File: src/rtl/points_pkg.sv
`default_nettype none
// ============================================================================
// Module      : points_pkg
// Description : Shared types and constants for the points report controller.
// Revision    : 1.0 - initial release
// ============================================================================
package points_pkg;

  // Packet sequencer states
  typedef enum logic [1:0] {
    ST_IDLE = 2'd0,
    ST_WAIT = 2'd1,
    ST_SNAP = 2'd2,
    ST_SEND = 2'd3
  } state_t;

  localparam int PKT_LEN_BASE = 20;
  localparam int MAX_POINTS   = 4;
  localparam int COORD_W      = 16;

  // Point counts above MAX_POINTS are treated as MAX_POINTS
  function automatic logic [2:0] clamp_count(input logic [2:0] cnt);
    return (cnt > 3'(MAX_POINTS)) ? 3'(MAX_POINTS) : cnt;
  endfunction

endpackage
`default_nettype wire

File: src/rtl/vs_edge_div.sv
`default_nettype none
// ============================================================================
// Module      : vs_edge_div
// Description : Registers VGA vertical sync, produces a one-cycle pulse on
//               each falling edge and a "due" pulse once every FRAME_DIV
//               edges.
// Revision    : 1.0 - initial release
// ============================================================================
module vs_edge_div #(
  parameter int FRAME_DIV = 1
) (
  input  logic i_clk,
  input  logic i_rst,
  input  logic i_vs,
  output logic o_edge,
  output logic o_due
);

  localparam logic [7:0] c_div_last = 8'(FRAME_DIV - 1);

  logic       r_vs;
  logic [7:0] r_div;

  // Falling edge: previous sample high, current sample low
  assign o_edge = r_vs & ~i_vs;
  // The edge that wraps the divider back to zero is the due one
  assign o_due  = o_edge & (r_div == c_div_last);

  // VS history register and edge divider
  always_ff @(posedge i_clk) begin
    if (i_rst) begin
      r_vs  <= 1'b0;
      r_div <= 8'd0;
    end else begin
      r_vs <= i_vs;
      if (o_edge) begin
        r_div <= (r_div == c_div_last) ? 8'd0 : r_div + 8'd1;
      end
    end
  end

endmodule
`default_nettype wire

File: src/rtl/points_report_ctrl.sv
`default_nettype none
// ============================================================================
// Module      : points_report_ctrl
// Description : Snapshots point-finder coordinates once every FRAME_DIV
//               frames and streams them as a byte packet to a UART TX with
//               valid/ready handshaking.
//               Define POINTS_REPORT_CHECKSUM_EN to append an XOR checksum
//               byte (21-byte packet instead of 20).
// Revision    : 1.0 - initial release
// ============================================================================
module points_report_ctrl
  import points_pkg::*;
#(
  parameter logic [7:0] SYNC_BYTE = 8'hA5,
  parameter int         FRAME_DIV = 1
) (
  input  logic        i_clk,
  input  logic        i_rst,
  input  logic        i_vga_vs,
  input  logic [15:0] i_points_h_0,
  input  logic [15:0] i_points_h_1,
  input  logic [15:0] i_points_h_2,
  input  logic [15:0] i_points_h_3,
  input  logic [15:0] i_points_v_0,
  input  logic [15:0] i_points_v_1,
  input  logic [15:0] i_points_v_2,
  input  logic [15:0] i_points_v_3,
  input  logic [2:0]  i_point_count,
  input  logic        i_tx_ready,
  output logic [7:0]  o_tx_data,
  output logic        o_tx_valid,
  output logic        o_busy,
  output logic [15:0] o_frame_cnt,
  output logic [15:0] o_drop_cnt
);

`ifdef POINTS_REPORT_CHECKSUM_EN
  localparam int c_pkt_len = PKT_LEN_BASE + 1;
`else
  localparam int c_pkt_len = PKT_LEN_BASE;
`endif
  localparam logic [4:0] c_last_idx = 5'(c_pkt_len - 1);

  state_t               r_state;
  logic [7:0]           r_tx_data;
  logic                 r_tx_valid;
  logic                 r_busy;
  logic [15:0]          r_frame_cnt;
  logic [15:0]          r_drop_cnt;
  logic [4:0]           r_idx;
  logic [15:0]          r_snap_fc;
  logic [2:0]           r_snap_cnt;
  logic [COORD_W-1:0]   r_snap_h [MAX_POINTS];
  logic [COORD_W-1:0]   r_snap_v [MAX_POINTS];
`ifdef POINTS_REPORT_CHECKSUM_EN
  logic [7:0]           r_csum;
`endif

  logic                 w_edge;
  logic                 w_due;
  logic                 w_xfer;
  logic [2:0]           w_cnt_clamped;
  logic [4:0]           w_next_idx;
  logic [3:0]           w_off;
  logic [COORD_W-1:0]   w_sel;
  logic [7:0]           w_next_byte;
  logic [COORD_W-1:0]   w_in_h [MAX_POINTS];
  logic [COORD_W-1:0]   w_in_v [MAX_POINTS];

  vs_edge_div #(
    .FRAME_DIV (FRAME_DIV)
  ) u_vs_edge_div (
    .i_clk  (i_clk),
    .i_rst  (i_rst),
    .i_vs   (i_vga_vs),
    .o_edge (w_edge),
    .o_due  (w_due)
  );

  assign w_in_h[0] = i_points_h_0;
  assign w_in_h[1] = i_points_h_1;
  assign w_in_h[2] = i_points_h_2;
  assign w_in_h[3] = i_points_h_3;
  assign w_in_v[0] = i_points_v_0;
  assign w_in_v[1] = i_points_v_1;
  assign w_in_v[2] = i_points_v_2;
  assign w_in_v[3] = i_points_v_3;

  assign w_cnt_clamped = clamp_count(i_point_count);
  assign w_xfer        = r_tx_valid & i_tx_ready;
  assign w_next_idx    = r_idx + 5'd1;

  // Byte selector: picks the packet byte for the index about to be presented
  always_comb begin
    w_off       = 4'(w_next_idx - 5'd4);
    w_sel       = '0;
    w_next_byte = 8'h00;
    case (w_next_idx)
      5'd0: w_next_byte = SYNC_BYTE;
      5'd1: w_next_byte = r_snap_fc[7:0];
      5'd2: w_next_byte = r_snap_fc[15:8];
      5'd3: w_next_byte = {5'd0, r_snap_cnt};
`ifdef POINTS_REPORT_CHECKSUM_EN
      // Byte 19 is transferring now, so fold it in on the way out
      5'(PKT_LEN_BASE): w_next_byte = r_csum ^ r_tx_data;
`endif
      default: begin
        if (w_next_idx < 5'(PKT_LEN_BASE)) begin
          // Per point: H lo, H hi, V lo, V hi
          w_sel       = w_off[1] ? r_snap_v[w_off[3:2]] : r_snap_h[w_off[3:2]];
          w_next_byte = w_off[0] ? w_sel[15:8] : w_sel[7:0];
        end
      end
    endcase
  end

  // Packet sequencer with registered handshake outputs and snapshot capture
  always_ff @(posedge i_clk) begin
    if (i_rst) begin
      r_state    <= ST_IDLE;
      r_tx_data  <= 8'h00;
      r_tx_valid <= 1'b0;
      r_busy     <= 1'b0;
      r_idx      <= 5'd0;
      r_snap_fc  <= 16'd0;
      r_snap_cnt <= 3'd0;
      for (int i = 0; i < MAX_POINTS; i++) begin
        r_snap_h[i] <= '0;
        r_snap_v[i] <= '0;
      end
    end else begin
      case (r_state)
        ST_IDLE: begin
          if (w_due) begin
            r_state <= ST_WAIT;
            r_busy  <= 1'b1;
          end
        end
        ST_WAIT: begin
          // One settling cycle for the point finder after the frame edge
          r_state <= ST_SNAP;
        end
        ST_SNAP: begin
          r_snap_fc  <= r_frame_cnt;
          r_snap_cnt <= w_cnt_clamped;
          for (int i = 0; i < MAX_POINTS; i++) begin
            r_snap_h[i] <= (i < int'(w_cnt_clamped)) ? w_in_h[i] : '0;
            r_snap_v[i] <= (i < int'(w_cnt_clamped)) ? w_in_v[i] : '0;
          end
          r_idx      <= 5'd0;
          r_tx_data  <= SYNC_BYTE;
          r_tx_valid <= 1'b1;
          r_state    <= ST_SEND;
        end
        ST_SEND: begin
          if (w_xfer) begin
            if (r_idx == c_last_idx) begin
              r_tx_valid <= 1'b0;
              r_busy     <= 1'b0;
              r_state    <= ST_IDLE;
            end else begin
              r_idx     <= w_next_idx;
              r_tx_data <= w_next_byte;
            end
          end
        end
        default: r_state <= ST_IDLE;
      endcase
    end
  end

  // Frame counter and saturating drop counter
  always_ff @(posedge i_clk) begin
    if (i_rst) begin
      r_frame_cnt <= 16'd0;
      r_drop_cnt  <= 16'd0;
    end else begin
      if (w_edge) begin
        r_frame_cnt <= r_frame_cnt + 16'd1;
      end
      if (w_due && (r_state != ST_IDLE) && (r_drop_cnt != 16'hFFFF)) begin
        r_drop_cnt <= r_drop_cnt + 16'd1;
      end
    end
  end

`ifdef POINTS_REPORT_CHECKSUM_EN
  // Running XOR of every byte that has been accepted downstream
  always_ff @(posedge i_clk) begin
    if (i_rst) begin
      r_csum <= 8'h00;
    end else if (r_state == ST_SNAP) begin
      r_csum <= 8'h00;
    end else if ((r_state == ST_SEND) && w_xfer) begin
      r_csum <= r_csum ^ r_tx_data;
    end
  end
`endif

  assign o_tx_data   = r_tx_data;
  assign o_tx_valid  = r_tx_valid;
  assign o_busy      = r_busy;
  assign o_frame_cnt = r_frame_cnt;
  assign o_drop_cnt  = r_drop_cnt;

endmodule
`default_nettype wire

File: config.mk
export PLATFORM = sky130hd
export DESIGN_NAME = points_report_ctrl
export DESIGN_NICKNAME = d
export VERILOG_FILES = /design/src/rtl/points_pkg.sv /design/src/rtl/vs_edge_div.sv /design/src/rtl/points_report_ctrl.sv
export SDC_FILE = /design/constraint.sdc
export NUM_CORES = 1
export LEC_CHECK = 0
export CORE_MARGIN = 4
export CORE_UTILIZATION = 45
export DETAILED_ROUTE_END_ITERATION = 10
export GPL_TIMING_DRIVEN = 0
export HOLD_SLACK_MARGIN = 0.08
export PLACE_DENSITY = 0.69
export SLEW_MARGIN = 0
export SYNTH_ARGS = -nofsm -noshare
export SYNTH_HDL_FRONTEND = slang
export SYNTH_HIERARCHICAL = 1
export SYNTH_SLANG_ARGS = --single-unit
File: constraint.sdc
create_clock -name i_clk -period 9.48 [get_ports i_clk]
set_clock_uncertainty 0.15 [all_clocks]
set_input_delay 0.948 -clock i_clk [delete_from_list [all_inputs] [get_ports i_clk]]
set_output_delay 0.948 -clock i_clk [all_outputs]
set_load 0.1 [all_outputs]
== Word level (Yosys, flattened, before mapping) ==
Memory sizes are Yosys's and may differ from the RTL's.
Index checks and enable logic that the tools add are counted.
Cells by class
  $add $sub $neg: 5
  order comparisons: 6
  equal/unequal tests: 12
  multiplexer cells: 42
  bitwise logic cells: 12
  reductions and logical operators: 12
Operators with widths (count)
  $mux 16: 17
  $mux 8: 5
  $add 16x1->16 const B: 2
  $pmux 8 s4: 1
  $ne 16x16->1 const B: 1
  $pmux 8 s2: 1
  $eq 5x2->1 const B: 2
  $mux 5: 2
  $pmux 5 s2: 1
  $reduce_and 3->1: 3
  $add 8x1->8 const B: 1
  $logic_not 8->1: 1
  $mux 1: 8
  $ne 2x2->1 const B: 4
  $or 1x1->1: 8
  $pmux 2 s4: 1
  $lt 1x3->1 const A: 2
  $lt 2x3->1 const A: 2
  $mux 2: 3
  $reduce_bool 2->1: 3
  $add 5x1->5 const B: 1
  $eq 5x1->1 const B: 1
  $eq 5x5->1 const B: 1
  $logic_not 5->1: 1
  12 further kinds: 17
Word-level totals
  bits in registers: 77
  bits in writable memories: 128
  input port bits: 135
  output and inout port bits: 42
  memories kept: 2
Memories
  r_snap_h: depth 4, width 16, read ports 1, clocked after Yosys merged registers in 0, write ports 4, RTL line points_report_ctrl.sv:53  | logic [COORD_W-1:0] r_snap_h [MAX_POINTS];
  r_snap_v: depth 4, width 16, read ports 1, clocked after Yosys merged registers in 0, write ports 4, RTL line points_report_ctrl.sv:54  | logic [COORD_W-1:0] r_snap_v [MAX_POINTS];

== Longest topological paths before layout ==
An unclocked memory read counts as a cell.
  depth in word-level cells: 10
  depth in mapped cells: 11

== By module ==
Netlist, hierarchy kept.
By module, submodules not included
  points_report_ctrl: times used 1, cells each 979, area each 9987.1 um2, seq. area each 5205.0 um2
  vs_edge_div: times used 1, cells each 49, area each 441.7 um2, seq. area each 180.2 um2

== Least setup slack after synthesis ==
Ideal clock, no wire load.
  path type: in2reg
  start point: input i_rst
  end point: memory r_snap_h[0][0] (enable)
  arrival time: 2.747 ns
  path slack: 6.150 ns
  cell stages on the path: 2
  cell sequence: clkbuf_1 or2_2
RTL lines
  start: declaration: RTL line points_report_ctrl.sv:18  | input logic i_rst,
  end: declaration: RTL line points_report_ctrl.sv:53

== Final worst setup path ==
  start point: register r_drop_cnt[10], in the netlist o_drop_cnt[10]
  end point: output o_drop_cnt[10]
RTL lines
  start: declaration: RTL line points_report_ctrl.sv:49  | logic [15:0] r_drop_cnt;
  start signal: assignment: RTL line points_report_ctrl.sv:182  | r_drop_cnt <= r_drop_cnt + 16'd1;
  end: declaration: RTL line points_report_ctrl.sv:34  | output logic [15:0] o_drop_cnt
No word-level cell between the ends.

==> flow_summary.ini <==
[cells_and_area]
syn_to_final_growth_pct = 27.7
drive_gt1_share_pct = 7.38
final_nets = 1378
fillers = 1975
finalCoreUtilization_pct = 58.6
antenna_cells = 0

[route]
drc = 0
vias = 8933
totalWireLength_um = 32500
ant_nets = 0
drt-initial-drc-count = 1093
wl_per_cell_um = 21.2
first_pass_iters = 6
vias_per_cell = 5.83

[clock_tree]
clkSlewWorstSetupHoldPaths_ps = 60
cts_hold_buf = 0
cts_buffers = 23
postCtsSetupBuffers = 0
htreeDepth = 1
cts_sinks = 205
ctsResizeCount = 0
clk_latency_ps = 520
clockBufferDepth = 3
root_buffer = clkbuf_16
cts_tree = built

[floorplan]
die-height_um = 160
rows = 55
start_util_pct = 45.9
dieWidth_um = 160
die_area_um2 = 25700
core_um2 = 22700
pin_count = 177

[sta]
fin_crit_ps = 3260
fin_tns_setup_ps = 0
grt_setup_unrepaired = no
max_freq_mhz = 307
finalSetupViolCount = 0
relSlewSlack_pct = 28.9
fin_crit_sh_pct = 34.4
hold_viol = 0
slew_viol_final = 0
timing.hold.ws_ps = 349
worstMarginPinSlew_ps = 1060

[logic_synthesis]
postSynthAreaPerCell_um2 = 10.1
async_reset_ff_share_pct = 0
ys_seq_elements = 205
synth-edff-count = 128
synth_nets = 1175
synth-seq-area-share_pct = 51.6
netlist-cell-type-count = 81
syn_inst = 1028
synth_flop_cell = edfxtp_1
synthesis.area_um2 = 10400
synth_warnings = 6

[worst_setup_path]
crit_family = buffers and inverters
cp-end-kind = output port
critPathMaxStageDelay_ps = 1190
cp_cell_sequence = clkdlybuf4s50_1
start_kind = flip-flop
worstPathMaxFanout = 6
critPathArrivalTime_ps = 2160
cpMaxStageDelayCell = clkdlybuf4s50_1
cp.buffers_inverters = 1
worstPathRequired_ps = 8380
crit_type = flip-flop to output port

[outcome]
outcome = completed

[power_and_ir_drop]
peakVddDrop_uv = 106
leakage_nw = 4.80
p_per_area_nw_per_um2 = 169

[grt]
overflow = 0
antenna_found_initial = 1
grt_pass1_vias = 8575
grt_pass1_wl_um = 49700
grt_util_all_layers_pct = 24.6
grt_max_degree = 69

[place]
place.gp.congestion = 0.958
numPortBuffers = 176
dp_hpwl_um = 24500

[job]
cap_violations = 0

[min_path]
hp-class = flip-flop to flip-flop
## stage by stage
stage               instances  setup WS [ps]  cell area (µm²)  power (mW)
finish                   1532           6220            13300        2.25
detailed placement       1491           5830            12600        1.40
global route             1532           6160            13300        2.32
global placement         1489           4720            12500        1.40
floorplan                1028           6150            10400        1.26
CTS                      1532           6230            13300        2.25
## cells by family after synthesis
group,count (synthesis),share of synthesized area (%)
AND/OR/NAND/NOR,400,20.4
multiplexers,23,2.69
XOR/XNOR,31,2.60
adder cells (fa/ha/maj),12,1.44
AO/OA/AOI/OAI,272,17.4
buffers and inverters,85,3.83
flip-flops,205,51.6
## path summary, 6_finish.rpt
kind	start	end	slack [ps]	depth (start not counted)
max	o_drop_cnt[10]	o_drop_cnt[10]	6220	1
min	r_snap_cnt[2]	r_snap_cnt[2]	350	2
max reg2reg	r_idx[1]	o_tx_data[0]	6440	9
min reg2reg	r_snap_cnt[2]	r_snap_cnt[2]	350	2
## layout make-up
| cell class | count | area [µm²] | share of cell area, % |
|---|---|---|---|
| flip-flops and latches | 205 | 5390 | 40.4 |
| multi-input cells | 738 | 4650 | 34.9 |
| repair buffers | 178 | 1820 | 13.6 |
| clock buffers | 24 | 579 | 4.35 |
| well taps | 285 | 357 | 2.68 |
| plain buffers | 65 | 324 | 2.43 |
| clock inverters | 17 | 133 | 0.996 |
| inverters | 20 | 75.1 | 0.564 |
## routing by layer
metal | global-route usage, % | wire, µm | up-vias | part of all wire [%]
met4 | 8.84 | 1230 | 0 | 3.8
met1 | 33.2 | 13500 | 4252 | 41
met3 | 4.41 | 2760 | 73 | 8.5
met2 | 39.9 | 15000 | 457 | 46
met5 | 0 | 0 | - | 0
li1 | - | - | 4151 | -
## cells in the final DEF (no fill, tap or decap), types with 23 or more instances in the layout
cell type and count:
edfxtp_1 128, dfxtp_1 77, and2_1 132, nand2_1 49
nor2_1 116, clkdlybuf4s50_1 176, o21ai_0 69, clkbuf_16 23
a22oi_1 25, clkbuf_1 30, a21oi_1 69
## cells in the mapped netlist, types with 3 or more instances
library cell,n,area (µm²)
a211oi_1,6,45.0
a21o_1,3,22.5
a21oi_1,69,345
a221o_1,6,60.1
a221oi_1,10,87.6
a22oi_1,25,188
a311oi_1,7,61.3
a31oi_1,10,62.6
and2_1,132,826
and3_1,11,68.8
and4_1,3,26.3
buf_1,4,15.0
buf_2,21,105
buf_4,6,45.0
buf_6,4,45.0
clkbuf_1,29,109
dfxtp_1,77,1540
edfxtp_1,128,3840
ha_1,12,150
inv_1,19,71.3
mux2i_1,19,190
mux4_2,4,90.1
nand2_1,49,184
nand2b_1,12,75.1
nand3_1,13,65.1
nand3b_1,8,60.1
nand4_1,9,56.3
nor2_1,116,435
nor2b_1,9,56.3
nor3_1,9,45.0
nor4_1,5,31.3
o2111ai_1,3,26.3
o21a_1,5,37.5
o21ai_0,69,345
o21bai_1,6,45.0
o221ai_1,10,87.6
o22a_1,3,26.3
o22ai_1,6,37.5
o311ai_0,3,26.3
o31ai_1,4,30.0
or3_1,8,50.1
xnor2_1,10,87.6
xor2_1,21,184
## power breakdown
group	switching, mW	leakage [nW]	internal [mW]
Sequential	0.0475	1.95	1.05
Combinational	0.176	2.50	0.121
Clock	0.361	0.352	0.496
## flip-flops by register name (all words and copies together), names as in the netlist
signal / count
o_frame_cnt: 16
r_idx: 5
o_tx_valid: 1
u_vs_edge_div/r_div: 8
o_busy: 1
r_snap_v: 64
r_snap_cnt: 3
r_state: 2
u_vs_edge_div/r_vs: 1
r_snap_h: 64
o_tx_data: 8
r_snap_fc: 16
o_drop_cnt: 16
Note: power is estimated with default switching activity, not from simulation.
